$ cat src/rtl/chimera_pkg.sv
// Shared types and defaults for the wide-port bypass-mode controller.
package chimera_pkg;

   typedef enum logic [1:0] {
      StIdle,
      StDrain,
      StSwitch
   } bypass_state_e;

   localparam int unsigned DefMaxWrTxns    = 4;
   localparam int unsigned DefMaxRdTxns    = 4;
   localparam int unsigned DefDrainTimeout = 1024;

   // Counter width able to hold values 0..max_val.
   function automatic int unsigned cnt_width(input int unsigned max_val);
      return (max_val > 0) ? $clog2(max_val + 1) : 1;
   endfunction

endpackage

$ cat src/rtl/chimera_wide_bypass_ctrl_if.sv
// AW/AR valid/ready handshake bundle on either side of the bypass controller.
interface chimera_wide_bypass_ctrl_if ();

   logic aw_valid;
   logic aw_ready;
   logic ar_valid;
   logic ar_ready;

   modport master (
      output aw_valid,
      output ar_valid,
      input  aw_ready,
      input  ar_ready
   );

   modport slave (
      input  aw_valid,
      input  ar_valid,
      output aw_ready,
      output ar_ready
   );

endinterface

$ cat src/rtl/chimera_txn_tracker.sv
// Outstanding-transaction counter, pending-valid flag and cap check for one
// request/response channel pair.
module chimera_txn_tracker
   import chimera_pkg::*;
#(
   parameter  int unsigned MaxTxns = 4,
   localparam int unsigned CntW    = cnt_width(MaxTxns)
) (
   input  logic            clk_i,
   input  logic            rst_i,
   input  logic            req_valid_i,
   input  logic            req_ready_i,
   input  logic            rsp_hs_i,
   output logic [CntW-1:0] cnt_o,
   output logic            inflight_o,
   output logic            below_cap_o
);

   localparam logic [CntW-1:0] MaxCnt = CntW'(MaxTxns);

   logic            req_hs;
   logic [CntW-1:0] cnt_q, cnt_d;
   logic            inflight_q, inflight_d;

   assign req_hs = req_valid_i & req_ready_i;

   always_comb begin
      cnt_d = cnt_q;
      if (req_hs && !rsp_hs_i) begin
         cnt_d = cnt_q + CntW'(1);
      end else if (!req_hs && rsp_hs_i && (cnt_q != '0)) begin
         cnt_d = cnt_q - CntW'(1);
      end
   end

   // A valid seen without ready must be allowed through until it completes.
   always_comb begin
      inflight_d = inflight_q;
      if (req_valid_i && !req_ready_i) begin
         inflight_d = 1'b1;
      end else if (req_hs) begin
         inflight_d = 1'b0;
      end
   end

   always_ff @(posedge clk_i) begin
      if (rst_i) begin
         cnt_q      <= '0;
         inflight_q <= 1'b0;
      end else begin
         cnt_q      <= cnt_d;
         inflight_q <= inflight_d;
      end
   end

   assign cnt_o       = cnt_q;
   assign inflight_o  = inflight_q;
   assign below_cap_o = (cnt_q < MaxCnt);

   underflow_a: assert property (@(posedge clk_i) disable iff (rst_i)
      !(rsp_hs_i && !req_hs && (cnt_q == '0)));

   overflow_a: assert property (@(posedge clk_i) disable iff (rst_i)
      !(req_hs && !rsp_hs_i && (cnt_q == MaxCnt)));

endmodule

$ cat src/rtl/chimera_wide_bypass_ctrl.sv
// Sequences wide-port bypass-mode changes: blocks new AW/AR, drains outstanding
// traffic, switches the demux select, then reopens. Also caps outstanding txns.
module chimera_wide_bypass_ctrl
   import chimera_pkg::*;
#(
   parameter int unsigned MaxWrTxns      = DefMaxWrTxns,
   parameter int unsigned MaxRdTxns      = DefMaxRdTxns,
   parameter int unsigned DrainTimeout   = DefDrainTimeout,
   parameter logic        BypassResetVal = 1'b0
) (
   input  logic                              soc_clk_i,
   input  logic                              rst_i,
   input  logic                              bypass_req_i,
   output logic                              bypass_mode_o,
   output logic                              busy_o,
   output logic                              timeout_err_o,
   input  logic                              err_clr_i,
   chimera_wide_bypass_ctrl_if.slave         slv,
   chimera_wide_bypass_ctrl_if.master        mst,
   input  logic                              b_valid_i,
   input  logic                              b_ready_i,
   input  logic                              r_valid_i,
   input  logic                              r_ready_i,
   input  logic                              r_last_i
);

   localparam int unsigned WrCntW = cnt_width(MaxWrTxns);
   localparam int unsigned RdCntW = cnt_width(MaxRdTxns);
   localparam int unsigned TmoW   = cnt_width(DrainTimeout);
   localparam logic [TmoW-1:0] TmoLast = TmoW'(DrainTimeout - 1);

   bypass_state_e state_q, state_d;
   logic          target_q, target_d;
   logic          mode_q, mode_d;
   logic          err_q, err_d;
   logic          err_set;
   logic [TmoW-1:0] tmo_q, tmo_d;

   logic [WrCntW-1:0] wr_cnt;
   logic [RdCntW-1:0] rd_cnt;
   logic              aw_inflight, ar_inflight;
   logic              wr_below_cap, rd_below_cap;
   logic              allow_aw, allow_ar;
   logic              b_hs, r_done;
   logic              drained;

   assign b_hs   = b_valid_i & b_ready_i;
   assign r_done = r_valid_i & r_ready_i & r_last_i;

   chimera_txn_tracker #(
      .MaxTxns (MaxWrTxns)
   ) u_wr_trk (
      .clk_i       (soc_clk_i),
      .rst_i       (rst_i),
      .req_valid_i (mst.aw_valid),
      .req_ready_i (mst.aw_ready),
      .rsp_hs_i    (b_hs),
      .cnt_o       (wr_cnt),
      .inflight_o  (aw_inflight),
      .below_cap_o (wr_below_cap)
   );

   chimera_txn_tracker #(
      .MaxTxns (MaxRdTxns)
   ) u_rd_trk (
      .clk_i       (soc_clk_i),
      .rst_i       (rst_i),
      .req_valid_i (mst.ar_valid),
      .req_ready_i (mst.ar_ready),
      .rsp_hs_i    (r_done),
      .cnt_o       (rd_cnt),
      .inflight_o  (ar_inflight),
      .below_cap_o (rd_below_cap)
   );

   // An already-presented valid is never withdrawn, whatever the state.
   assign allow_aw = aw_inflight | ((state_q == StIdle) & wr_below_cap);
   assign allow_ar = ar_inflight | ((state_q == StIdle) & rd_below_cap);

   assign mst.aw_valid = slv.aw_valid & allow_aw;
   assign slv.aw_ready = mst.aw_ready & allow_aw;
   assign mst.ar_valid = slv.ar_valid & allow_ar;
   assign slv.ar_ready = mst.ar_ready & allow_ar;

   assign drained = (wr_cnt == '0) & (rd_cnt == '0) & ~aw_inflight & ~ar_inflight;

   always_comb begin
      state_d  = state_q;
      target_d = target_q;
      mode_d   = mode_q;
      tmo_d    = tmo_q;
      err_set  = 1'b0;
      unique case (state_q)
         StIdle: begin
            if (bypass_req_i != mode_q) begin
               target_d = bypass_req_i;
               tmo_d    = '0;
               state_d  = StDrain;
            end
         end
         StDrain: begin
            // Mode is registered on entry to SWITCH so the demux sees it one
            // cycle before traffic reopens.
            if (drained) begin
               mode_d  = target_q;
               state_d = StSwitch;
            end else begin
               tmo_d = tmo_q + TmoW'(1);
               if ((DrainTimeout != 0) && (tmo_q == TmoLast)) begin
                  err_set = 1'b1;
                  state_d = StIdle;
               end
            end
         end
         StSwitch: begin
            state_d = StIdle;
         end
         default: begin
            state_d = StIdle;
         end
      endcase
   end

   assign err_d = err_set | (err_q & ~err_clr_i);

   always_ff @(posedge soc_clk_i) begin
      if (rst_i) begin
         state_q  <= StIdle;
         target_q <= BypassResetVal;
         mode_q   <= BypassResetVal;
         err_q    <= 1'b0;
         tmo_q    <= '0;
      end else begin
         state_q  <= state_d;
         target_q <= target_d;
         mode_q   <= mode_d;
         err_q    <= err_d;
         tmo_q    <= tmo_d;
      end
   end

   assign bypass_mode_o = mode_q;
   assign busy_o        = (state_q != StIdle);
   assign timeout_err_o = err_q;

endmodule

$ cat src/flat_wrapper.sv
// flat-port wrapper written by rule: the top's interface ports become plain ports
module chimera_wide_bypass_ctrl_flat import chimera_pkg::*;
#(
   parameter int unsigned MaxWrTxns      = DefMaxWrTxns,
   parameter int unsigned MaxRdTxns      = DefMaxRdTxns,
   parameter int unsigned DrainTimeout   = DefDrainTimeout,
   parameter logic        BypassResetVal = 1'b0
)
  (soc_clk_i, rst_i, bypass_req_i, bypass_mode_o, busy_o, timeout_err_o, err_clr_i, b_valid_i, b_ready_i, r_valid_i, r_ready_i, r_last_i, slv_aw_valid, slv_ar_valid, slv_aw_ready, slv_ar_ready, mst_aw_valid, mst_ar_valid, mst_aw_ready, mst_ar_ready);
  chimera_wide_bypass_ctrl_if slv_i ();
  chimera_wide_bypass_ctrl_if mst_i ();
  input  logic soc_clk_i;
  input  logic rst_i;
  input  logic bypass_req_i;
  output logic bypass_mode_o;
  output logic busy_o;
  output logic timeout_err_o;
  input  logic err_clr_i;
  input  logic b_valid_i;
  input  logic b_ready_i;
  input  logic r_valid_i;
  input  logic r_ready_i;
  input  logic r_last_i;
  input wire logic [$bits(slv_i.aw_valid)-1:0] slv_aw_valid;
  input wire logic [$bits(slv_i.ar_valid)-1:0] slv_ar_valid;
  output wire logic [$bits(slv_i.aw_ready)-1:0] slv_aw_ready;
  output wire logic [$bits(slv_i.ar_ready)-1:0] slv_ar_ready;
  output wire logic [$bits(mst_i.aw_valid)-1:0] mst_aw_valid;
  output wire logic [$bits(mst_i.ar_valid)-1:0] mst_ar_valid;
  input wire logic [$bits(mst_i.aw_ready)-1:0] mst_aw_ready;
  input wire logic [$bits(mst_i.ar_ready)-1:0] mst_ar_ready;
  assign slv_i.aw_valid = slv_aw_valid;
  assign slv_i.ar_valid = slv_ar_valid;
  assign slv_aw_ready = slv_i.aw_ready;
  assign slv_ar_ready = slv_i.ar_ready;
  assign mst_aw_valid = mst_i.aw_valid;
  assign mst_ar_valid = mst_i.ar_valid;
  assign mst_i.aw_ready = mst_aw_ready;
  assign mst_i.ar_ready = mst_ar_ready;
  chimera_wide_bypass_ctrl #(.MaxWrTxns(MaxWrTxns), .MaxRdTxns(MaxRdTxns), .DrainTimeout(DrainTimeout), .BypassResetVal(BypassResetVal)) u_core (.soc_clk_i(soc_clk_i), .rst_i(rst_i), .bypass_req_i(bypass_req_i), .bypass_mode_o(bypass_mode_o), .busy_o(busy_o), .timeout_err_o(timeout_err_o), .err_clr_i(err_clr_i), .slv(slv_i), .mst(mst_i), .b_valid_i(b_valid_i), .b_ready_i(b_ready_i), .r_valid_i(r_valid_i), .r_ready_i(r_ready_i), .r_last_i(r_last_i));
endmodule
$ cat config.mk
export PLATFORM = sky130hd
export DESIGN_NAME = chimera_wide_bypass_ctrl_flat
export DESIGN_NICKNAME = d
export VERILOG_FILES = /design/src/rtl/chimera_pkg.sv /design/src/rtl/chimera_wide_bypass_ctrl_if.sv /design/src/rtl/chimera_txn_tracker.sv /design/src/rtl/chimera_wide_bypass_ctrl.sv /design/src/flat_wrapper.sv
export SDC_FILE = /design/constraint.sdc
export NUM_CORES = 1
export LEC_CHECK = 0
export ABC_AREA = 1
export ABC_CLOCK_PERIOD_IN_PS = 2300
export CORE_UTILIZATION = 54
export CTS_BUF_LIST = sky130_fd_sc_hd__clkbuf_8
export DETAILED_ROUTE_END_ITERATION = 10
export DONT_BUFFER_PORTS = 1
export HOLD_SLACK_MARGIN = 0.06
export PLACE_DENSITY = 0.69
export SLEW_MARGIN = 0
export SYNTH_ARGS = -nofsm -noshare
export SYNTH_HDL_FRONTEND = slang
export SYNTH_SLANG_ARGS = --single-unit
$ cat constraint.sdc
create_clock -name soc_clk_i -period 2.3 [get_ports soc_clk_i]
set_input_delay 0.575 -clock soc_clk_i [delete_from_list [all_inputs] [get_ports soc_clk_i]]
set_output_delay 0.575 -clock soc_clk_i [all_outputs]
set_load 0.1 [all_outputs]
==> flow_summary.ini <==
[run_status]
outcome = finished, final reports clean

[die]
initial_utilization_pct = 57.0
fp.dieW_um = 52.9
ioPinCount = 20
row_count = 18
core-area_um2 = 2450
die_h_um = 52.9
floorplan.die_area_um2 = 2800

[hold_path]
hp-start = rst_i
holdPathEnd = u_core.target_q$_SDFFE_PP0P_
hp-class = in2reg
holdPathStages = 1

[clocking]
cts_resized = 0
htreeDepth = 1
clk_pin_slew_ps = 80
clkLatencyLatePin_ps = 270
cts_tree = built
holdBufCountCts = 0
clock_sinks = 24
cts_setup_buffers = 0
cts-root-buf = clkbuf_8
cts-buffers-inserted = 3
cts_buffer_depth = 2

[pwr]
ir_worst_vdd_mv = 0.729
leakagePower_uw = 0.000649
power_density_nw_per_um2 = 960

[sta]
finalMaxSlewViolations = 0
clock_skew_ps = 2.26
rsz0062_at_grt = false
fmax_ghz = 0.505
period_needed_ps = 1980
finalWorstSetupSlack_ps = 321
fin_crit_sh_pct = 86.1
finalSetupViolCount = 0
finalHoldViolCount = 0
worst_slew_pin_slew_ps = 374
tns_ps = 0
relSlewSlack_pct = 75.0

[placed_design]
dp_slack_ps = 510
io_buffers = 0
gp_congestion = 0.890
hpwl_um = 2170

[worst_setup_path]
critPathRequiredTime_ps = 1730
rr_worst_depth = 9
arrival_ps = 1400
critPathMostFrequentCell = nand2_1
worst_setup_path_start_kind = flip-flop
path_cells = nor2_4 -> nand2_1 -> nand2_1 -> nand2_1 -> inv_1 -> buf_4
path_class = reg2out
r2r-end = u_core.u_rd_trk.cnt_o[2]$_SDFFE_PP0P_
cp_max_fo = 4
reg2reg_slack_ps = 500
crit_buf_inv = 2
cp_slowest_cell = dfxtp_1
worstReg2RegStart = u_core.state_q[1]$_SDFFE_PP0P_
cp_top_family = simple AND/OR/NAND/NOR gates
max_stage_delay_ps = 360
crit_path_end_kind = primary output

[logic_synthesis]
yosysSeqAreaShare_pct = 34.3
netlist_area_um2 = 1400
syn-instance-count = 209
synth.top_cell.area_share_pct = 34.3
yosys.area.top_type = dfxtp_1
synth_edf_count = 0
yosys_register_bits = 24
synth_area_leaders = dfxtp_1, nand2_1, nor2_1, a21oi_1, inv_1
synth_ff_type = dfxtp_1
synth_area_per_cell_um2 = 6.70
synth_cell_types = 28
synth.most_common_cell = nand2_1
synth.net_count = 225
synthArstFlopShare_pct = 0
netlist_top_cells_count = nand2_1, nor2_1, dfxtp_1, inv_1, a21oi_1
synth_warnings = 0

[cells_and_area]
fillers = 241
final_nets = 234
drive_gt1_share_pct = 15.2
n_antenna_cell = 0
area_delta_synth_final_pct = 9.56

[global_routing]
grt_pass1_vias = 1097
antenna_found_initial = 0
grt-ovfl-total = 0
grt_usage_pct = 22.6
grt_pass1_wl_um = 4530
grt_max_degree = 14

[detailed_routing]
wl_per_cell_um = 11.4
vias_per_cell = 5.24
drtPass1Iterations = 4
ant_nets = 0
drcViolationCount = 0
drt_iter0_drc = 27
wl_um = 2810
vias = 1294

[flow_run]
drv_cap = 0
-- kinds of logic (layout without fill, tap and decap cells) --
logic type	count (synthesis)	in the layout	synth area share, %
simple gates	119	119	39.4
fa+ha+maj	3	3	3.75
xor+xnor	3	3	1.88
buf+inv	30	38	8.58
flops	24	24	34.3
compound gates	30	30	12.1
-- metal layers --
metal	part of all wire (%)	up-vias	GRT usage, %
met3	3.5	4	4.02
met2	47	27	36.5
li1	-	677	-
met4	2.0	0	11.8
met1	47	586	28.5
met5	0	-	0
-- sequential cells by signal, summed over array words and instances, names as in the netlist --
register,cells
u_core.bypass_mode_o,1
u_core.state_q,2
u_core.target_q,1
u_core.timeout_err_o,1
u_core.tmo_q,11
u_core.u_rd_trk.cnt_o,3
u_core.u_rd_trk.inflight_o,1
u_core.u_wr_trk.cnt_o,3
u_core.u_wr_trk.inflight_o,1
-- how the worst max path moves through the flow --
stage | end | slack [ps] | start | cells past startpoint
after global placement | u_core.u_rd_trk.cnt_o[2]$_SDFFE_PP0P_ | 590 | u_core.state_q[1]$_SDFFE_PP0P_ | 9
after global routing | mst_aw_valid | 170 | u_core.state_q[1]$_SDFFE_PP0P_ | 6
final | mst_aw_valid | 320 | u_core.state_q[1]$_SDFFE_PP0P_ | 6
after CTS | mst_aw_valid | 290 | u_core.state_q[1]$_SDFFE_PP0P_ | 6
after floorplan | slv_ar_ready | 270 | u_core.state_q[1]$_SDFFE_PP0P_ | 3
after detailed placement | u_core.u_rd_trk.cnt_o[2]$_SDFFE_PP0P_ | 510 | u_core.state_q[1]$_SDFFE_PP0P_ | 9
-- area by class of cell --
cell class                 count  area, um^2  area share [%]
timing repair buffer           7        52.6            3.43
clock buffer                   4        55.1            3.59
sequential                    24         480            31.3
tap                           30        37.5            2.45
multi-input combinational    155         807            52.6
inverter                      27         101            6.61
-- where the power goes --
| part | switching (uW) | internal [uW] | leakage [uW] |
|---|---|---|---|
| logic | 482 | 175 | 0.000425 |
| registers | 58.8 | 469 | 0.000196 |
| clock network | 135 | 153 | 0.0000288 |
-- stage by stage --
step | instances | area, um^2 | utilization (%) | power, uW | hold WS [ps]
detailed placement | 243 | 1480 | 60.2 | 1190 | 453
global route | 247 | 1530 | 62.5 | 1560 | 353
floorplan | 209 | 1410 | - | 1090 | 442
global placement | 243 | 1480 | 60.2 | 1170 | 448
finish | 247 | 1530 | 62.5 | 1470 | 364
CTS | 247 | 1530 | 62.5 | 1480 | 353
-- placed cells by master (no fill, tap or decap), drive strengths merged, types with 4 or more instances in the layout --
| master | Yosys | layout |
|---|---|---|
| buf | 1 | 7 |
| dfxtp | 24 | 24 |
| o21ai | 8 | 8 |
| nand3 | 15 | 15 |
| nor3 | 4 | 4 |
| a21oi | 19 | 19 |
| nand2 | 59 | 59 |
| inv | 27 | 27 |
| nand4 | 4 | 4 |
| nor2 | 36 | 36 |
| clkbuf | 2 | 4 |
No activity file was read; power rests on OpenSTA's default activity.
